### src/rtl/branch_pkg.sv
// Shared definitions for the branch resolution stage: condition codes and FSM
// state encoding.
package branch_pkg;

    localparam logic [3:0] COND_BEQ = 4'b0000;
    localparam logic [3:0] COND_BNE = 4'b0001;
    localparam logic [3:0] COND_BCS = 4'b0010;
    localparam logic [3:0] COND_BCC = 4'b0011;
    localparam logic [3:0] COND_BAL = 4'b1110;

    typedef enum logic [1:0] {
        ST_IDLE  = 2'd0,
        ST_TAKE  = 2'd1,
        ST_FLUSH = 2'd2
    } state_t;

endpackage

### src/rtl/branch_cond_eval.sv
// Combinational condition evaluator: decodes the branch function code and
// decides whether the branch is taken under the supplied carry/zero flags.
module branch_cond_eval
    import branch_pkg::*;
(
    input  logic [3:0] i_funct,
    input  logic       i_c,
    input  logic       i_z,
    output logic       o_valid_code,
    output logic       o_taken,
    output logic       o_is_bal
);

    always_comb begin
        o_valid_code = 1'b1;
        o_taken      = 1'b0;
        o_is_bal     = 1'b0;
        case (i_funct)
            COND_BEQ: o_taken = i_z;
            COND_BNE: o_taken = ~i_z;
            COND_BCS: o_taken = i_c;
            COND_BCC: o_taken = ~i_c;
            COND_BAL: begin
                o_taken  = 1'b1;
                o_is_bal = 1'b1;
            end
            default:  o_valid_code = 1'b0;
        endcase
    end

endmodule

### src/rtl/branch_resolve_unit.sv
// Registered branch resolution: flag register with same-cycle forwarding,
// PC-relative target/link computation, take/flush sequencing and perf counters.
module branch_resolve_unit
    import branch_pkg::*;
#(
    parameter int PC_W         = 8,
    parameter int OFF_W        = 8,
    parameter int FLUSH_CYCLES = 2,
    parameter int CNT_W        = 16
) (
    input  logic             clk,
    input  logic             rst_n,
    input  logic             flag_we,
    input  logic             alu_c,
    input  logic             alu_z,
    input  logic             br_valid,
    input  logic [3:0]       br_funct,
    input  logic [OFF_W-1:0] br_offset,
    input  logic [PC_W-1:0]  br_pc,
    output logic             br_ready,
    output logic             take_valid,
    output logic [PC_W-1:0]  take_target,
    output logic             link_we,
    output logic [PC_W-1:0]  link_data,
    output logic             flush,
    output logic             flag_c,
    output logic             flag_z,
    output logic [CNT_W-1:0] taken_cnt,
    output logic [CNT_W-1:0] branch_cnt,
    output state_t           dbg_state
);

    localparam int FC_W = (FLUSH_CYCLES > 1) ? $clog2(FLUSH_CYCLES) : 1;

    state_t            r_state;
    state_t            w_next_state;
    logic [FC_W-1:0]   r_flush_cnt;
    logic              r_flag_c;
    logic              r_flag_z;
    logic              r_is_bal;
    logic [PC_W-1:0]   r_target;
    logic [PC_W-1:0]   r_link;
    logic [CNT_W-1:0]  r_taken_cnt;
    logic [CNT_W-1:0]  r_branch_cnt;

    logic              w_eff_c;
    logic              w_eff_z;
    logic              w_valid_code;
    logic              w_taken;
    logic              w_is_bal;
    logic              w_accept;
    logic              w_take;
    logic [PC_W-1:0]   w_off_ext;
    logic [PC_W-1:0]   w_link;
    logic [PC_W-1:0]   w_target;

    // A flag write in the accept cycle is forwarded straight into the condition.
    assign w_eff_c = flag_we ? alu_c : r_flag_c;
    assign w_eff_z = flag_we ? alu_z : r_flag_z;

    branch_cond_eval u_cond (
        .i_funct      (br_funct),
        .i_c          (w_eff_c),
        .i_z          (w_eff_z),
        .o_valid_code (w_valid_code),
        .o_taken      (w_taken),
        .o_is_bal     (w_is_bal)
    );

    assign w_accept  = br_valid && br_ready && w_valid_code;
    assign w_take    = w_accept && w_taken;
    assign w_off_ext = PC_W'($signed(br_offset));
    assign w_link    = br_pc + PC_W'(1);
    assign w_target  = w_link + w_off_ext;

    always_comb begin
        w_next_state = r_state;
        case (r_state)
            ST_IDLE:  if (w_take) w_next_state = ST_TAKE;
            ST_TAKE:  w_next_state = (FLUSH_CYCLES == 1) ? ST_IDLE : ST_FLUSH;
            ST_FLUSH: if (r_flush_cnt == FC_W'(1)) w_next_state = ST_IDLE;
            default:  w_next_state = ST_IDLE;
        endcase
    end

    always_ff @(posedge clk or negedge rst_n) begin
        if (!rst_n) begin
            r_state     <= ST_IDLE;
            r_flush_cnt <= '0;
        end else begin
            r_state <= w_next_state;
            if (r_state == ST_TAKE)
                r_flush_cnt <= FC_W'(FLUSH_CYCLES - 1);
            else if (r_state == ST_FLUSH)
                r_flush_cnt <= r_flush_cnt - FC_W'(1);
        end
    end

    always_ff @(posedge clk or negedge rst_n) begin
        if (!rst_n) begin
            r_flag_c <= 1'b0;
            r_flag_z <= 1'b0;
        end else if (flag_we) begin
            r_flag_c <= alu_c;
            r_flag_z <= alu_z;
        end
    end

    always_ff @(posedge clk or negedge rst_n) begin
        if (!rst_n) begin
            r_target <= '0;
            r_link   <= '0;
            r_is_bal <= 1'b0;
        end else if (w_take) begin
            r_target <= w_target;
            r_link   <= w_link;
            r_is_bal <= w_is_bal;
        end
    end

    // Counters stick at all-ones rather than wrapping.
    always_ff @(posedge clk or negedge rst_n) begin
        if (!rst_n) begin
            r_branch_cnt <= '0;
            r_taken_cnt  <= '0;
        end else begin
            if (w_accept && (r_branch_cnt != '1))
                r_branch_cnt <= r_branch_cnt + CNT_W'(1);
            if (w_take && (r_taken_cnt != '1))
                r_taken_cnt <= r_taken_cnt + CNT_W'(1);
        end
    end

    assign br_ready    = (r_state == ST_IDLE);
    assign take_valid  = (r_state == ST_TAKE);
    assign link_we     = (r_state == ST_TAKE) && r_is_bal;
    assign flush       = (r_state == ST_TAKE) || (r_state == ST_FLUSH);
    assign take_target = r_target;
    assign link_data   = r_link;
    assign flag_c      = r_flag_c;
    assign flag_z      = r_flag_z;
    assign taken_cnt   = r_taken_cnt;
    assign branch_cnt  = r_branch_cnt;
    assign dbg_state   = r_state;

endmodule

### config.mk
export PLATFORM = sky130hd
export DESIGN_NAME = branch_resolve_unit
export DESIGN_NICKNAME = d
export VERILOG_FILES = /design/src/rtl/branch_pkg.sv /design/src/rtl/branch_cond_eval.sv /design/src/rtl/branch_resolve_unit.sv
export SDC_FILE = /design/constraint.sdc
export NUM_CORES = 1
export LEC_CHECK = 0
export CORE_MARGIN = 10
export CORE_UTILIZATION = 52
export DETAILED_ROUTE_END_ITERATION = 7
export PLACE_DENSITY_LB_ADDON = 0.3
export RECOVER_POWER = 25
export SLEW_MARGIN = 5
export SYNTH_ARGS = -nofsm -noshare
export SYNTH_HDL_FRONTEND = slang
export SYNTH_SLANG_ARGS = --single-unit
### constraint.sdc
create_clock -name clk -period 3.6 [get_ports clk]
set_input_delay 0.9 -clock clk [delete_from_list [all_inputs] [get_ports clk]]
set_output_delay 0.9 -clock clk [all_outputs]
set_load 0.1 [all_outputs]
==> impl_results.md, run 1 <==
- Status: finished clean
- Resized Gates After CTS: 0
- Router iterations before antenna repair: 4
- Number of synthesized flops with an enable pin: 0
- Root buffer cell: clkbuf_8
- Share of the synthesized area in the top cell type: 46.45%
- Clock transition at path regs: 0.08 ns
- Crit share post-route: 85.30%
- Worst slew pin tran: 1.030 ns
- Worst EP required: 3.77 ns
- Mean routed wirelength per cell: 14.67 um
- Top FF cell, synth: dfrtp_1
- Fin crit period: 3.071 ns
- Via/cell ratio: 5.271
- Area grow syn2layout: 28.39%
- Worst Clk Skew: 0.009279 ns
- Critical path arrival: 3.24 ns
- Rel. slew slack: 31.36%
- Largest net degree at the start of global routing: 29
- Rows: 27
- Num Clock Sinks: 54
- Post-Place Cells: 444
- Synth warn: 0
- Commonest non-fill, non-tap cell in the layout: buf_4
- Cts bufs inserted: 5
- Input/output buffers: 81
- Final Setup Violations: 0
- Fin Hold WS: 0.4854 ns
- Synthesized area per cell: 9.997 sq um
- Commonest cells after routing, fill and taps aside: buf_4, dfrtp_1, nand2_1, clkdlybuf4s50_1, xnor2_1
- H-tree levels: 2
- Global-route wire length before repair: 11.15 mm
- Die ar.: 8986 sq um
- GRT Overall Usage: 15.15%
- Skew-Pair Late Insertion Delay: 0.30 ns
- Reg2reg setup slack: 1.50 ns
- Setup TNS: 0 ns
- Die width: 94.80 um
- Max-slew violations: 0
- Max_cap viols: 0
- FMAX: 325.7 MHz
- Post-CTS Setup Inserts: 0
- Maximum fanout along the worst path: 4
- P_leak: 1.816 nW
- Detail Route Antenna Nets: 0
- Gr ovfl total: 0
- Library cells used by synthesis: 40
- Mapped Cells: 291
- TritonCTS clock tree: yes
- Critical path class: input pin to register
- Final total power: 2.941 mW
- Critical Path Source Type: input pin
- Vias: 2377
- Crit. End Element: register
- Layout Cells excl Fill: 451
- Hold-fix buffers at CTS: 0
- Post-Syn Nets: 332
- Endpoints failing hold: 0
- Yosys top cell by area: dfrtp_1
- Register area share after synthesis: 46.45%
- Max Root-Sink Buffers: 2
- Top Ports: 82
- Share of flip-flops with an asynchronous set or reset: 100.0%
- Residual DRC: 0
- Number of synthesized register bits: 54
- Initial antenna violation count: 0
- Largest cells by area after synthesis: dfrtp_1, xnor2_1, ha_1
- Starting density of the core: 53.16%
- PwrDens: 787.5 nW/um^2
- Vias in the first global route: 2472
- Nets: 420
- Synth Cell Area: 2909 sq um
- Fraction of layout cells with a size suffix above 1: 21.37%
- Vert. Die Dim: 94.80 um
- HPWL Detailed: 5.442 mm
- Routability Congestion: 0.7977
- Placeable Area: 5473 sq um
- Antenna Cells: 0
- VDD IR max: 817.5 uV
- RSZ-0062 raised after global routing: false
- DRT iter0 DRCs: 71
- DRT Wirelength: 6.615 mm
- Min-delay worst type: register to register
==> flip-flops by register name (all words and copies together), names as in the netlist <==
signal / flops
dbg_state: 2
take_target: 8
flag_z: 1
branch_cnt: 16
r_is_bal: 1
r_flush_cnt: 1
taken_cnt: 16
flag_c: 1
link_data: 8
==> critical path: stages <==
cell and delay, ns:
clkdlybuf4s50_1 0.52, ha_1 0.22, xor2_1 0.21, ha_1 0.30
nor2b_1 0.14, o21ai_0 0.21, a21boi_0 0.15, o21ai_0 0.23
nor3b_1 0.27, o31ai_1 0.09
==> metrics by stage <==
step / setup slack, ns / instance area, sq um / utilization, %
after floorplan: 0.2170 / 2912 / -
after global placement: 0.3097 / 3667 / 67.01
after detailed placement: 0.2586 / 3667 / 67.01
after CTS: 0.5688 / 3744 / 68.40
after global routing: 0.2913 / 3735 / 68.24
final: 0.5293 / 3735 / 68.24
==> worst paths after layout <==
path	startpoint	cells after the start	endpoint
setup / recovery	br_pc[0]	10	take_target[6]
hold / removal	link_data[4]	2	link_data[4]
setup reg to reg	dbg_state[1]	6	taken_cnt[8]
hold reg to reg	link_data[4]	2	link_data[4]
max in group asynchronous	rst_n	2	link_data[0]
min in group asynchronous	rst_n	1	branch_cnt[15]
==> synthesized netlist by cell type, types with 7 or more instances <==
master / number
ha_1: 14
xor2_1: 16
o21ai_0: 14
nor3_1: 7
nand4_1: 13
nand2_1: 45
nand3_1: 16
dfrtp_1: 54
xnor2_1: 22
nor2_1: 17
a21oi_1: 8
inv_1: 13
==> routing by layer <==
layer  wire [um]  part of all wire, %  GRT usage [%]  vias up
li1            -                    -              -     1184
met1        2737                   41          17.50     1135
met2        3361                   51          26.20       56
met3         485                  7.3          5.393        2
met4          29                 0.44          3.741        0
met5           0                    0              0        -
==> report_power, final <==
group / internal, mW / leakage, nW / switching, mW
clock: 0.134 / 0.0383 / 0.176
sequential: 0.743 / 0.717 / 0.117
combinational: 0.364 / 1.06 / 1.41
total: 1.24 / 1.82 / 1.70
==> layout make-up <==
class | count | area (sq um)
Fill cell | 462 | 1738
Multi-Input combinational cell | 221 | 1489
Sequential cell | 54 | 1351
Timing Repair Buffer | 84 | 679.4
Tap cell | 72 | 90.09
Clock buffer | 7 | 76.32
Inverter | 13 | 48.80
==> kinds of logic (layout without fill, tap and decap cells) <==
kind of cell | after synthesis | count (layout) | share of synthesized area (%)
adder cells (fa/ha/maj) | 15 | 15 | 6.710
XOR/XNOR | 38 | 38 | 11.44
multiplexers | 8 | 8 | 3.011
AO/OA/AOI/OAI | 38 | 38 | 8.860
AND/OR/NAND/NOR | 122 | 122 | 21.08
flip-flops | 54 | 54 | 46.45
buffers and inverters | 16 | 104 | 2.452
(Power assumes the default switching activity.)
==> inputs of run 2 (changes only) <==
--- a/config.mk
+++ b/config.mk
@@ -10,6 +10,7 @@
 export DETAILED_ROUTE_END_ITERATION = 7
 export PLACE_DENSITY_LB_ADDON = 0.3
 export RECOVER_POWER = 25
+export SETUP_SLACK_MARGIN = 0.1
 export SLEW_MARGIN = 5
 export SYNTH_ARGS = -nofsm -noshare
 export SYNTH_HDL_FRONTEND = slang
==> constraint.sdc (replaced) <==
create_clock -name clk -period 3.6 [get_ports clk]
set_input_delay 0.9 -clock clk [delete_from_list [all_inputs] [get_ports clk]]
set_output_delay 0.9 -clock clk [all_outputs]
set_load 0.01 [all_outputs]
==> impl_results.md, run 2 (synthesized netlist as in run 1, its figures left out) <==
- Status: finished clean
- Die ar.: 8986 sq um
- Skew-Pair Late Insertion Delay: 0.30 ns
- Resized Gates After CTS: 0
- Detail Route Antenna Nets: 0
- Maximum fanout along the worst path: 4
- Vias: 2348
- Hold Path End: link_data[4]
- Min-delay worst type: register to register
- Vias in the first global route: 2391
- P_leak: 1.724 nW
- Top Ports: 82
- Via/cell ratio: 5.218
- Fraction of layout cells with a size suffix above 1: 6.614%
- Initial antenna violation count: 0
- Crit share post-route: 85.67%
- Fin worst setup slack: 0.5159 ns
- Fin crit period: 3.084 ns
- Commonest cells after routing, fill and taps aside: clkdlybuf4s50_1, dfrtp_1, nand2_1, xnor2_1, nor2_1
- Pre-CTS setup slack: 0.2193 ns
- Setup TNS: 0 ns
- Clock transition at path regs: 0.08 ns
- Input/output buffers: 81
- Cts bufs inserted: 5
- Highest metal used: met4
- Max-slew violations: 0
- Rows: 27
- Met2 routed WL: 3.160 mm
- Max_cap viols: 0
- DRT met1 WL: 2.827 mm
- CP startpoint: br_pc[0]
- HPWL Detailed: 5.319 mm
- Gr ovfl total: 0
- GRT Overall Usage: 15.19%
- H-tree levels: 2
- Vert. Die Dim: 94.80 um
- Final total power: 1.918 mW
- Router iterations before antenna repair: 4
- Root buffer cell: clkbuf_8
- HP Start: link_data[4]
- Reg2reg setup slack: 1.47 ns
- FF-to-FF End: taken_cnt[6]
- Routability Congestion: 0.8143
- Area grow syn2layout: 33.03%
- Crit. End Element: register
- Routed wl met3: 541 um
- FF-to-FF path depth: 6
- Hold depth: 2
- Global-route wire length before repair: 11.10 mm
- Worst EP required: 3.77 ns
- Largest net degree at the start of global routing: 38
- Nets: 419
- Cell Area, Placed: 3797 sq um
- RSZ-0062 raised after global routing: false
- Endpoints failing hold: 0
- Mean routed wirelength per cell: 14.72 um
- Max Root-Sink Buffers: 2
- VDD IR max: 401.5 uV
- Layout fillers: 458
- Fin Hold WS: 0.4834 ns
- Post-CTS Setup Inserts: 0
- Critical path arrival: 3.26 ns
- Final Instance Area: 3870 sq um
- Worst slew pin tran: 0.9353 ns
- Worst Clk Skew: 0.01114 ns
- Placeable Area: 5473 sq um
- FMAX: 324.2 MHz
- Critical Path Source Type: input pin
- TritonCTS clock tree: yes
- PwrDens: 495.7 nW/um^2
- Starting density of the core: 53.16%
- Die width: 94.80 um
- DRT iter0 DRCs: 55
- Critical path class: input pin to register
- Commonest non-fill, non-tap cell in the layout: clkdlybuf4s50_1
- Final Setup Violations: 0
- Antenna Cells: 0
- Num Clock Sinks: 54
- Critical R2R Launch: dbg_state[1]
- Residual DRC: 0
- DRT Wirelength: 6.626 mm
- Rel. slew slack: 37.65%
- Hold-fix buffers at CTS: 0
-- run 2: worst max-delay path by stage --
| stage | endpoint | slack (ns) | cells after the start |
|---|---|---|---|
| 2_1_floorplan | take_target[7] | 0.91 | 9 |
| 3_3_place_gp | take_target[7] | 0.30 | 10 |
| 3_5_place_dp | take_target[7] | 0.22 | 10 |
| 4_1_cts | take_target[7] | 0.53 | 10 |
| 5_1_grt | take_target[6] | 0.27 | 10 |
| 6_report | take_target[7] | 0.52 | 10 |
-- run 2: layout make-up --
cell class | count | area, sq um | area share, %
Sequential cell | 54 | 1351 | 34.92
Multi-Input combinational cell | 221 | 1486 | 38.41
Tap cell | 72 | 90.09 | 2.328
Timing Repair Buffer | 83 | 817.0 | 21.11
Inverter | 13 | 48.80 | 1.261
Clock buffer | 7 | 76.32 | 1.972
-- run 2: layer usage --
| metal | GRT usage [%] | up-vias |
|---|---|---|
| met1 | 17.66 | 1096 |
| met2 | 25.11 | 55 |
| li1 | - | 1190 |
| met3 | 6.503 | 7 |
| met5 | 0 | - |
| met4 | 4.239 | 0 |
-- run 2: worst max-delay path, cell delays in order --
cell and delay (ns):
clkdlybuf4s50_1 0.52, ha_1 0.21, xor2_1 0.25, ha_1 0.32, o21ai_0 0.21, o21ai_0 0.13, or3_1 0.31, a31oi_1 0.20
xnor2_1 0.13, o21ai_0 0.08
-- run 2: per-stage QoR --
step           util (%)  std cells
2_1_floorplan         -        291
3_3_place_gp      69.39        443
3_5_place_dp      69.39        443
4_1_cts           70.78        450
5_1_grt           70.71        450
6_report          70.71        450
-- run 2: report_power, final --
group	switching (mW)	internal [mW]
Combinational	0.330	0.421
Clock	0.179	0.134
Sequential	0.111	0.742
==> inputs of run 3 (changes only) <==
--- a/config.mk
+++ b/config.mk
@@ -5,6 +5,7 @@
 export SDC_FILE = /design/constraint.sdc
 export NUM_CORES = 1
 export LEC_CHECK = 0
+export ABC_CLOCK_PERIOD_IN_PS = 3600
 export CORE_MARGIN = 10
 export CORE_UTILIZATION = 52
 export DETAILED_ROUTE_END_ITERATION = 7
==> results of run 3 <==
No change in the layout: final DEF, timing and power equal those of run 2.
